===== src/rtl/rsc_pkg.sv =====
// Shared types and helpers for the recursive systematic convolutional encoder.
// Functions take the code parameters as arguments so any module or bench can reuse them.
package rsc_pkg;

    localparam int unsigned MAX_M   = 8;
    localparam int unsigned MAX_OUT = 8;

    typedef enum logic {IDLE, ENCODE} state_e;

    typedef struct packed {
        logic               a;
        logic [MAX_OUT-1:0] c;
        logic [MAX_M-1:0]   s_next;
    } step_t;

    // One trellis step; s[m-1] is the newest memory bit, tail forces the feedback sum to zero.
    function automatic step_t rsc_step(
        input logic                        u,
        input logic                        tail,
        input logic [MAX_M-1:0]            s,
        input int unsigned                 m,
        input logic [MAX_M:0]              recursive,
        input logic [MAX_OUT-1:0][MAX_M:0] poly
    );
        step_t          r;
        logic [MAX_M:0] mask;
        logic [MAX_M:0] as;
        logic           fb;
        mask     = (MAX_M+1)'((32'd1 << m) - 32'd1);
        fb       = ^(recursive[MAX_M-1:0] & s & mask[MAX_M-1:0]);
        r.a      = tail ? 1'b0 : (u ^ fb);
        as       = ({1'b0, s} & mask) | ((MAX_M+1)'(r.a) << m);
        for (int unsigned k = 0; k < MAX_OUT; k++)
            r.c[k] = ^(poly[k] & as);
        r.s_next = ((s & mask[MAX_M-1:0]) >> 1) | (MAX_M'(r.a) << (m - 1));
        return r;
    endfunction

    function automatic logic [63:0] llr_width_mask(input int unsigned bits);
        return (bits >= 64) ? '1 : ((64'd1 << bits) - 64'd1);
    endfunction

    function automatic logic [63:0] llr_pos_pattern(
        input int unsigned bits,
        input string       precision,
        input real         amplitude
    );
        logic [63:0] d;
        logic [63:0] r;
        longint      q;
        int          e;
        if (precision == "FIXED") begin
            q = longint'(amplitude);
            r = q;
        end else begin
            // Narrow the double encoding to single precision, rounding on the first dropped bit.
            d = $realtobits(amplitude);
            if (d[62:0] == '0) begin
                r = {32'h0, d[63], 31'h0};
            end else begin
                e = int'(d[62:52]) - 1023 + 127;
                r = {32'h0, d[63], e[7:0], d[51:29]} + 64'(d[28]);
            end
        end
        return r & llr_width_mask(bits);
    endfunction

    function automatic logic [63:0] llr_neg_pattern(
        input int unsigned bits,
        input string       precision,
        input real         amplitude
    );
        logic [63:0] p;
        p = llr_pos_pattern(bits, precision, amplitude);
        if (precision == "FIXED")
            return (-p) & llr_width_mask(bits);
        return p ^ (64'd1 << (bits - 1));
    endfunction

endpackage


===== src/rtl/rsc_encoder_llr_step.sv =====
// Combinational single trellis step of the RSC code (module rsc_trellis_step).
// Kept standalone so the turbo encoder tail generator can share it.
module rsc_trellis_step
    import rsc_pkg::*;
#(
    parameter int unsigned M         = 2,
    parameter int unsigned NOUT      = 2,
    parameter int unsigned RECURSIVE = 7,
    parameter int          POLY [NOUT] = '{5, 7}
) (
    input  logic            u,
    input  logic            tail,
    input  logic [M-1:0]    s,
    output logic [NOUT-1:0] c,
    output logic [M-1:0]    s_next
);

    logic [MAX_OUT-1:0][MAX_M:0] poly_p;
    step_t                       r;
    logic                        unused_bits;

    always_comb begin
        poly_p = '0;
        for (int unsigned k = 0; k < NOUT; k++)
            poly_p[k] = (MAX_M+1)'(POLY[k]);
        r      = rsc_step(u, tail, MAX_M'(s), M, (MAX_M+1)'(RECURSIVE), poly_p);
        c      = r.c[NOUT-1:0];
        s_next = r.s_next[M-1:0];
    end

    assign unused_bits = ^r;

endmodule


===== src/rtl/rsc_encoder_llr.sv =====
// Serial RSC block encoder: one trellis step per clock, emitting coded bits
// and their antipodal LLR words column by column.
module rsc_encoder_llr
    import rsc_pkg::*;
#(
    parameter int unsigned BITS            = 32,
    parameter string       PRECISION       = "SINGLE",
    parameter int unsigned BITS_PER_SYMBOL = 2,
    parameter int unsigned SYMBOLS         = 5,
    parameter int unsigned STATES          = 4,
    parameter int unsigned RECURSIVE       = 7,
    parameter int          POLY [BITS_PER_SYMBOL] = '{5, 7},
    parameter bit          TERMINATE       = 1'b0,
    parameter real         AMPLITUDE       = 2.0
) (
    input  logic                                           clk,
    input  logic                                           rst_n,
    input  logic                                           in_valid,
    output logic                                           in_ready,
    input  logic [SYMBOLS-1:0]                             in_data,
    output logic                                           out_valid,
    output logic [BITS_PER_SYMBOL-1:0][SYMBOLS-1:0][BITS-1:0] LLRVector,
    output logic [BITS_PER_SYMBOL-1:0][SYMBOLS-1:0]        coded_bits,
    output logic [$clog2(STATES)-1:0]                      final_state
);

    localparam int unsigned M  = $clog2(STATES);
    localparam int unsigned JW = (SYMBOLS > 1) ? $clog2(SYMBOLS) : 1;
    localparam logic [BITS-1:0] LLR_POS = BITS'(llr_pos_pattern(BITS, PRECISION, AMPLITUDE));
    localparam logic [BITS-1:0] LLR_NEG = BITS'(llr_neg_pattern(BITS, PRECISION, AMPLITUDE));
    localparam logic [JW-1:0]   LAST       = JW'(SYMBOLS - 1);
    localparam logic [JW-1:0]   TAIL_START = TERMINATE ? JW'(SYMBOLS - M) : '0;

    state_e                     state, state_next;
    logic [M-1:0]               s, s_next;
    logic [JW-1:0]              j;
    logic [SYMBOLS-1:0]         data;
    logic [BITS_PER_SYMBOL-1:0] c;
    logic                       tail;
    logic                       last_step;

    assign tail      = TERMINATE && (j >= TAIL_START);
    assign last_step = (state == ENCODE) && (j == LAST);

    rsc_trellis_step #(
        .M         (M),
        .NOUT      (BITS_PER_SYMBOL),
        .RECURSIVE (RECURSIVE),
        .POLY      (POLY)
    ) u_step (
        .u      (data[j]),
        .tail   (tail),
        .s      (s),
        .c      (c),
        .s_next (s_next)
    );

    always_ff @(posedge clk or negedge rst_n) begin
        if (!rst_n)
            state <= IDLE;
        else
            state <= state_next;
    end

    always_comb begin
        state_next = state;
        in_ready   = 1'b0;
        case (state)
            IDLE: begin
                in_ready = 1'b1;
                if (in_valid)
                    state_next = ENCODE;
            end
            ENCODE: begin
                if (j == LAST)
                    state_next = IDLE;
            end
            default: state_next = IDLE;
        endcase
    end

    always_ff @(posedge clk or negedge rst_n) begin
        if (!rst_n) begin
            s           <= '0;
            j           <= '0;
            data        <= '0;
            coded_bits  <= '0;
            LLRVector   <= {(BITS_PER_SYMBOL * SYMBOLS){LLR_POS}};
            final_state <= '0;
            out_valid   <= 1'b0;
        end else begin
            out_valid <= last_step;
            if (state == IDLE && in_valid) begin
                data <= in_data;
                s    <= '0;
                j    <= '0;
            end else if (state == ENCODE) begin
                s <= s_next;
                j <= last_step ? '0 : j + JW'(1);
                for (int unsigned k = 0; k < BITS_PER_SYMBOL; k++) begin
                    coded_bits[k][j] <= c[k];
                    LLRVector[k][j]  <= c[k] ? LLR_NEG : LLR_POS;
                end
                if (last_step)
                    final_state <= s_next;
            end
        end
    end

endmodule


===== config.mk =====
export PLATFORM = sky130hd
export DESIGN_NAME = rsc_encoder_llr
export DESIGN_NICKNAME = d
export VERILOG_FILES = /design/src/rtl/rsc_pkg.sv /design/src/rtl/rsc_encoder_llr_step.sv /design/src/rtl/rsc_encoder_llr.sv
export SDC_FILE = /design/constraint.sdc
export NUM_CORES = 1
export LEC_CHECK = 0
export BUFFER_PORTS_ARGS = -buffer_cell sky130_fd_sc_hd__buf_2
export CAP_MARGIN = 20
export CORE_AREA = 4 4 131 133
export DETAILED_ROUTE_END_ITERATION = 16
export DIE_AREA = 0 0 135 137
export SYNTH_ARGS = -nofsm -noshare
export SYNTH_HDL_FRONTEND = slang
export SYNTH_SLANG_ARGS = --single-unit

===== constraint.sdc =====
create_clock -name clk -period 1.95 [get_ports clk]
set_input_delay 0.0975 -clock clk [delete_from_list [all_inputs] [get_ports clk]]
set_output_delay 0.0975 -clock clk [all_outputs]
set_load 0.02 [all_outputs]

==> flow_summary.yaml, run 1 <==
clock_tree:
  numCtsBuffers: 3
  hold_buffers: 1
  ctsResizeCount: 0
  htreeDepth: 1
  cts_setup_buffers: 0
  cts_root_buf: "clkbuf_16"
  cts_sinks: 24
  cts_tree: "yes"
  clkTransAtPathRegs_ns: 0.06
  clk_latency_ns: 0.26
  clock_path_buffers: 2
setup_path:
  rr_worst_depth: 5
  cp_max_fo: 6
  crit_required_ns: 2.13
  regToRegEndpoint: "s[1]$_DFFE_PN0P_"
  rr_startpoint: "j[0]$_DFFE_PN0P_"
  startpoint: "j[0]$_DFFE_PN0P_"
  cp_top_family: "flip-flops"
  cp_slowest_stage_delay_ns: 0.46
  critPathSlowestCell: "dfrtp_1"
  end_kind: "flip-flop"
  rrSetupSlack_ns: 0.20
  cp.arrival_ns: 1.92
  critPathKind: "flip-flop to flip-flop"
  worst-path-buf-inv: 0
  start_kind: "flip-flop"
  crit_path_cell_trace: "mux2i_1 -> o22ai_4 -> o21ai_0 -> or4b_1 -> o211ai_1"
synthesis:
  synthFlopType: "dfrtp_1"
  synth_seq_area_share: 0.170
  yosysTopAreaCell: "buf_4"
  synth.distinct_cells: 31
  synthArstFlopShare: 1.00
  synth_seq_cells: 24
  yosys-top-cells-area: "buf_4 68%, dfrtp_1 17%, mux2_2 3.8%"
  synth_top_area_share: 0.678
  ys_warn_count: 0
  synthCells: 422
  netlist_area_mm2: 0.00354
  synth_most_common_cell: "buf_4"
  syn_area_per_cell_um2: 8.39
  synth_common_cells: "320 x buf_4, 24 x dfrtp_1, 12 x mux2_2"
  synth-edff-count: 0
layout:
  antenna_cells: 0
  drive_gt1_frac: 0.122
  multiInputGateArea_mm2: 0.00166
  fin_nets: 454
  ff_latch_area_um2: 601
  n_fill_cell: 1822
  syn_to_final_growth_pct: -21.0
die:
  initial_utilization: 0.224
  num_rows: 46
  top_level_ports: 342
  core_region_area_mm2: 0.0158
  die_y_um: 137
  die_x_um: 135
  die_area_mm2: 0.0185
global_route:
  grt_overflow: 0
  top_usage_layer: "met2"
  grt_usage: 0.0429
  grt_pass1_vias: 1071
  antenna_found_initial: 0
  grt_max_degree: 25
  grt_first_pass_wirelength_um: 6140
  gr-usage-met1: 0.0517
  grt_util_met2: 0.0714
  use_met3: 0.0158
routing:
  avgViaCountPerCell: 2.45
  ant_nets: 0
  first_iter_violations: 32
  vias: 1616
  drt_pass1_iterations: 6
  wl_per_cell_um: 8.29
  drcViolationCount: 0
  wirelength_um: 5460
hold_path:
  hp-class: "input port to flip-flop"
  min_to: "data[4]$_DFFE_PN0P_"
  min_from: "in_data[4]"
  whs_path_depth: 2
sta:
  fin_hold_ws_ns: 0.0659
  skew_ns: 0.00165
  setup_tns_ns: 0
  relSlewSlack: 0.631
  slew_viol_final: 0
  fin_crit_ns: 1.75
  max_freq_mhz: 573
  finalHoldViolCount: 0
  setup-violations-final: 0
  period_share: 0.896
  worstMarginPinSlew_ns: 0.554
  rsz0062_at_grt: "no"
power_and_ir_drop:
  ir_worst_vdd_mv: 0.454
  power.density_mw_per_mm2: 1280
  leakage_nw: 1.68
placed_design:
  gp_congestion: 0.748
  place_hpwl_um: 4970
  port_buffers: 31
run:
  maxCapViolCount: 0
status:
  status: "complete, no violations"
==> logic make-up (layout without fill, tap and decap cells) <==
| family | after synthesis | after routing | share of synthesized area |
|---|---|---|---|
| buffers and inverters | 327 | 40 | 0.688 |
| AOI/OAI and AO/OA | 16 | 16 | 0.0290 |
| other | 2 | 310 | 0.00212 |
| muxes | 14 | 14 | 0.0438 |
| xor gates and xnor gates | 4 | 4 | 0.00989 |
| and+or+nand+nor | 33 | 33 | 0.0502 |
| adders and majority gates | 2 | 2 | 0.00707 |
| DFF | 24 | 24 | 0.170 |
==> cell type report <==
| class | instances | share of cell area |
|---|---|---|
| multi-input cells | 379 | 0.593 |
| clock buffers | 4 | 0.0317 |
| repair buffers | 32 | 0.0590 |
| well taps | 216 | 0.0966 |
| flip-flops and latches | 24 | 0.215 |
| inverters | 4 | 0.00536 |
==> flip-flops by register name, indices dropped and copies added, names as in the netlist <==
name	cells
out_valid	1
data	5
s	2
final_state	2
coded_bits	8
state	1
LLRVector	2
j	3
==> how the worst max path moves through the flow <==
stage | to | slack (ns) | cells after the start
final | s[1]$_DFFE_PN0P_ | 0.20 | 5
after global routing | s[1]$_DFFE_PN0P_ | 0.05 | 5
after CTS | s[1]$_DFFE_PN0P_ | 0.18 | 5
after detailed placement | s[1]$_DFFE_PN0P_ | 0.20 | 5
after global placement | s[1]$_DFFE_PN0P_ | 0.25 | 5
after floorplan | s[1]$_DFFE_PN0P_ | 0.34 | 6
==> report_power, final <==
group,internal [mW],switching (mW),leakage [nW],total [mW]
sequential,0.742,0.263,0.290,1.00
clock,0.314,0.173,0.0442,0.486
combinational,0.648,1.44,1.35,2.08
==> stage by stage <==
step                cells  total power [mW]  instance area [µm²]  utilization  setup WS [ns]
floorplan             730              3.24                 4700            -          0.342
global placement      654              3.11                 2700        0.171          0.254
detailed placement    654              3.13                 2700        0.171          0.199
CTS                   659              3.64                 2800        0.177          0.178
global route          659              3.85                 2800        0.177         0.0478
finish                659              3.57                 2800        0.177          0.204
==> cells in the final DEF (no fill, tap or decap) <==
cell             n
or2_4            1
nor3_1           4
inv_1            3
nor2b_1          1
or3_1            1
conb_1         310
nand2b_4         1
a21o_1           1
o21ai_1          2
nand3_1          2
o21ai_0          4
inv_2            1
dlygate4sd3_1    1
mux2i_1          2
mux2_2          12
nor2_2           2
buf_2           31
o31ai_1          1
nand2_1          7
nor2_1           9
clkbuf_16        3
o22ai_4          1
nor2_4           1
xnor2_1          4
dfrtp_1         24
a21oi_1          6
ha_1             2
clkbuf_8         1
nand2b_1         3
or4b_1           1
o211ai_1         1
==> layer usage <==
metal | share of wire | vias up | wire length [µm]
met1 | 0.30 | 715 | 1640
met5 | 0 | - | 0
met2 | 0.51 | 174 | 2810
met4 | 0.0084 | 0 | 46
li1 | - | 723 | -
met3 | 0.18 | 4 | 967
Note: power is estimated with default switching activity, not from simulation.
==> run 2: changes to the inputs <==
--- a/config.mk
+++ b/config.mk
@@ -6,10 +6,13 @@
 export NUM_CORES = 1
 export LEC_CHECK = 0
 export BUFFER_PORTS_ARGS = -buffer_cell sky130_fd_sc_hd__buf_2
-export CAP_MARGIN = 20
-export CORE_AREA = 4 4 131 133
+export CAP_MARGIN = 10
+export CELL_PAD_IN_SITES_DETAIL_PLACEMENT = 0
+export CELL_PAD_IN_SITES_GLOBAL_PLACEMENT = 2
+export CORE_MARGIN = 4
+export CORE_UTILIZATION = 18
 export DETAILED_ROUTE_END_ITERATION = 16
-export DIE_AREA = 0 0 135 137
+export PLACE_DENSITY_LB_ADDON = 0.1
 export SYNTH_ARGS = -nofsm -noshare
 export SYNTH_HDL_FRONTEND = slang
 export SYNTH_SLANG_ARGS = --single-unit
==> run 2 against run 1 <==
Die area increased by 19%. Hold slack better by 0.0041 ns. First-iteration DRC count up 19%. Maximum frequency hardly changed. Sequential share of layout area is 0.51 points lower. Total power rose by 2.0%. Routed wire length rose by 14%. Worst setup slack improved by 0.0012 ns. Cell count grew 7.6%. Utilization is 2.9 points lower. Non-clock buffer count grew 1.
==> flow_summary.yaml, run 2 (same netlist as run 1, synthesis figures left out) <==
setup_path:
  rr_startpoint: "j[0]$_DFFE_PN0P_"
  critPathKind: "flip-flop to flip-flop"
  crit_required_ns: 2.13
  end_kind: "flip-flop"
  rrSetupSlack_ns: 0.20
  rr_worst_depth: 5
  cp.arrival_ns: 1.93
  regToRegEndpoint: "s[1]$_DFFE_PN0P_"
  cp_max_fo: 6
  start_kind: "flip-flop"
layout:
  reg.largest.list: "coded_bits: 8 flops, data: 5 flops, j: 3 flops"
  final_core_util: 0.148
  final_common_cell: "conb_1"
  syn_to_final_growth_pct: -19.0
  antenna_cells: 0
  largest_register_ffs: 8
  multiInputGateArea_mm2: 0.00166
  fin_nets: 455
  regMostFlops: "coded_bits"
  ff_latch_area_um2: 601
  final_cell_mix: "310 x conb_1, 31 x buf_2, 24 x dfrtp_1"
  fin_cells: 709
  n_fill_cell: 2276
  drive_gt1_frac: 0.124
clock_tree:
  ctsResizeCount: 0
  cts_tree: "yes"
  htreeDepth: 1
  hold_buffers: 1
  cts_root_buf: "clkbuf_16"
  cts_sinks: 24
  clk_latency_ns: 0.26
  cts_setup_buffers: 0
  clock_path_buffers: 2
  numCtsBuffers: 3
  clkTransAtPathRegs_ns: 0.07
routing:
  first_iter_violations: 38
  drt_pass1_iterations: 4
  vias: 1662
  wl_per_cell_um: 8.78
  ant_nets: 0
  avgViaCountPerCell: 2.34
  wirelength_um: 6230
  drcViolationCount: 0
die:
  core_region_area_mm2: 0.0194
  initial_utilization: 0.183
  num_rows: 51
  top_level_ports: 342
  die_y_um: 148
  die_area_mm2: 0.0220
  die_x_um: 148
run:
  maxCapViolCount: 0
hold_path:
  hp-class: "input port to flip-flop"
  whs_path_depth: 2
  min_from: "in_data[1]"
  min_to: "data[1]$_DFFE_PN0P_"
sta:
  setup-violations-final: 0
  setup_tns_ns: 0
  period_share: 0.895
  fin_crit_ns: 1.75
  finalHoldViolCount: 0
  rsz0062_at_grt: "no"
  max_freq_mhz: 573
  final.setup.worst_slack_ns: 0.205
  slew_viol_final: 0
  skew_ns: 0.00392
  worstMarginPinSlew_ns: 0.622
  relSlewSlack: 0.585
global_route:
  grt_max_degree: 25
  antenna_found_initial: 0
  grt_usage: 0.0474
  grt_pass1_vias: 1483
  grt_first_pass_wirelength_um: 8540
  grt_overflow: 0
power_and_ir_drop:
  leakage_nw: 1.69
  power.total_mw: 3.65
  power.density_mw_per_mm2: 1270
  ir_worst_vdd_mv: 0.289
placed_design:
  dpl.cell_count: 704
  gp_congestion: 0.623
  port_buffers: 31
  place_hpwl_um: 5590
  place_ws_ns: 0.214
status:
  status: "complete, no violations"
## run 2: layout make-up
type                            instances  share of cell area
Timing Repair Buffer                   33              0.0602
Inverter                                4             0.00524
Tap cell                              265               0.116
Sequential cell                        24               0.209
Multi-Input combinational cell        379               0.579
Clock buffer                            4              0.0310
## run 2: worst max-delay path by stage
| stage | start | to | slack (ns) | depth (start not counted) |
|---|---|---|---|---|
| after floorplan | j[2]$_DFFE_PN0P_ | s[1]$_DFFE_PN0P_ | 0.34 | 6 |
| after global placement | j[0]$_DFFE_PN0P_ | s[1]$_DFFE_PN0P_ | 0.22 | 5 |
| after detailed placement | j[0]$_DFFE_PN0P_ | s[1]$_DFFE_PN0P_ | 0.21 | 5 |
| after CTS | j[0]$_DFFE_PN0P_ | s[1]$_DFFE_PN0P_ | 0.18 | 5 |
| after global routing | j[0]$_DFFE_PN0P_ | s[1]$_DFFE_PN0P_ | 0.09 | 5 |
| final | j[0]$_DFFE_PN0P_ | s[1]$_DFFE_PN0P_ | 0.20 | 5 |
## run 2: through the flow
step / instance area [µm²] / hold slack, ns
floorplan: 4700 / -0.198
CTS: 2870 / 0.0666
global route: 2870 / 0.0733
detailed placement: 2770 / 0.153
global placement: 2770 / 0.156
finish: 2870 / 0.0700
## run 2: routing by layer
metal | GRT usage | routed length [µm]
met4 | 0.00831 | 22
met2 | 0.100 | 3660
met1 | 0.0469 | 1740
met3 | 0.00975 | 806
met5 | 0 | 0
## run 2: power breakdown
group,total (mW),internal (mW),switching (mW)
Clock,0.507,0.314,0.193
Sequential,0.988,0.741,0.248
Combinational,2.15,0.673,1.48
Total,3.65,1.73,1.92
## run 2: critical path, cell delays in order (launching register included)
cell and delay [ns]:
dfrtp_1 0.45, mux2i_1 0.36, o22ai_4 0.15, o21ai_0 0.15, or4b_1 0.45, o211ai_1 0.10
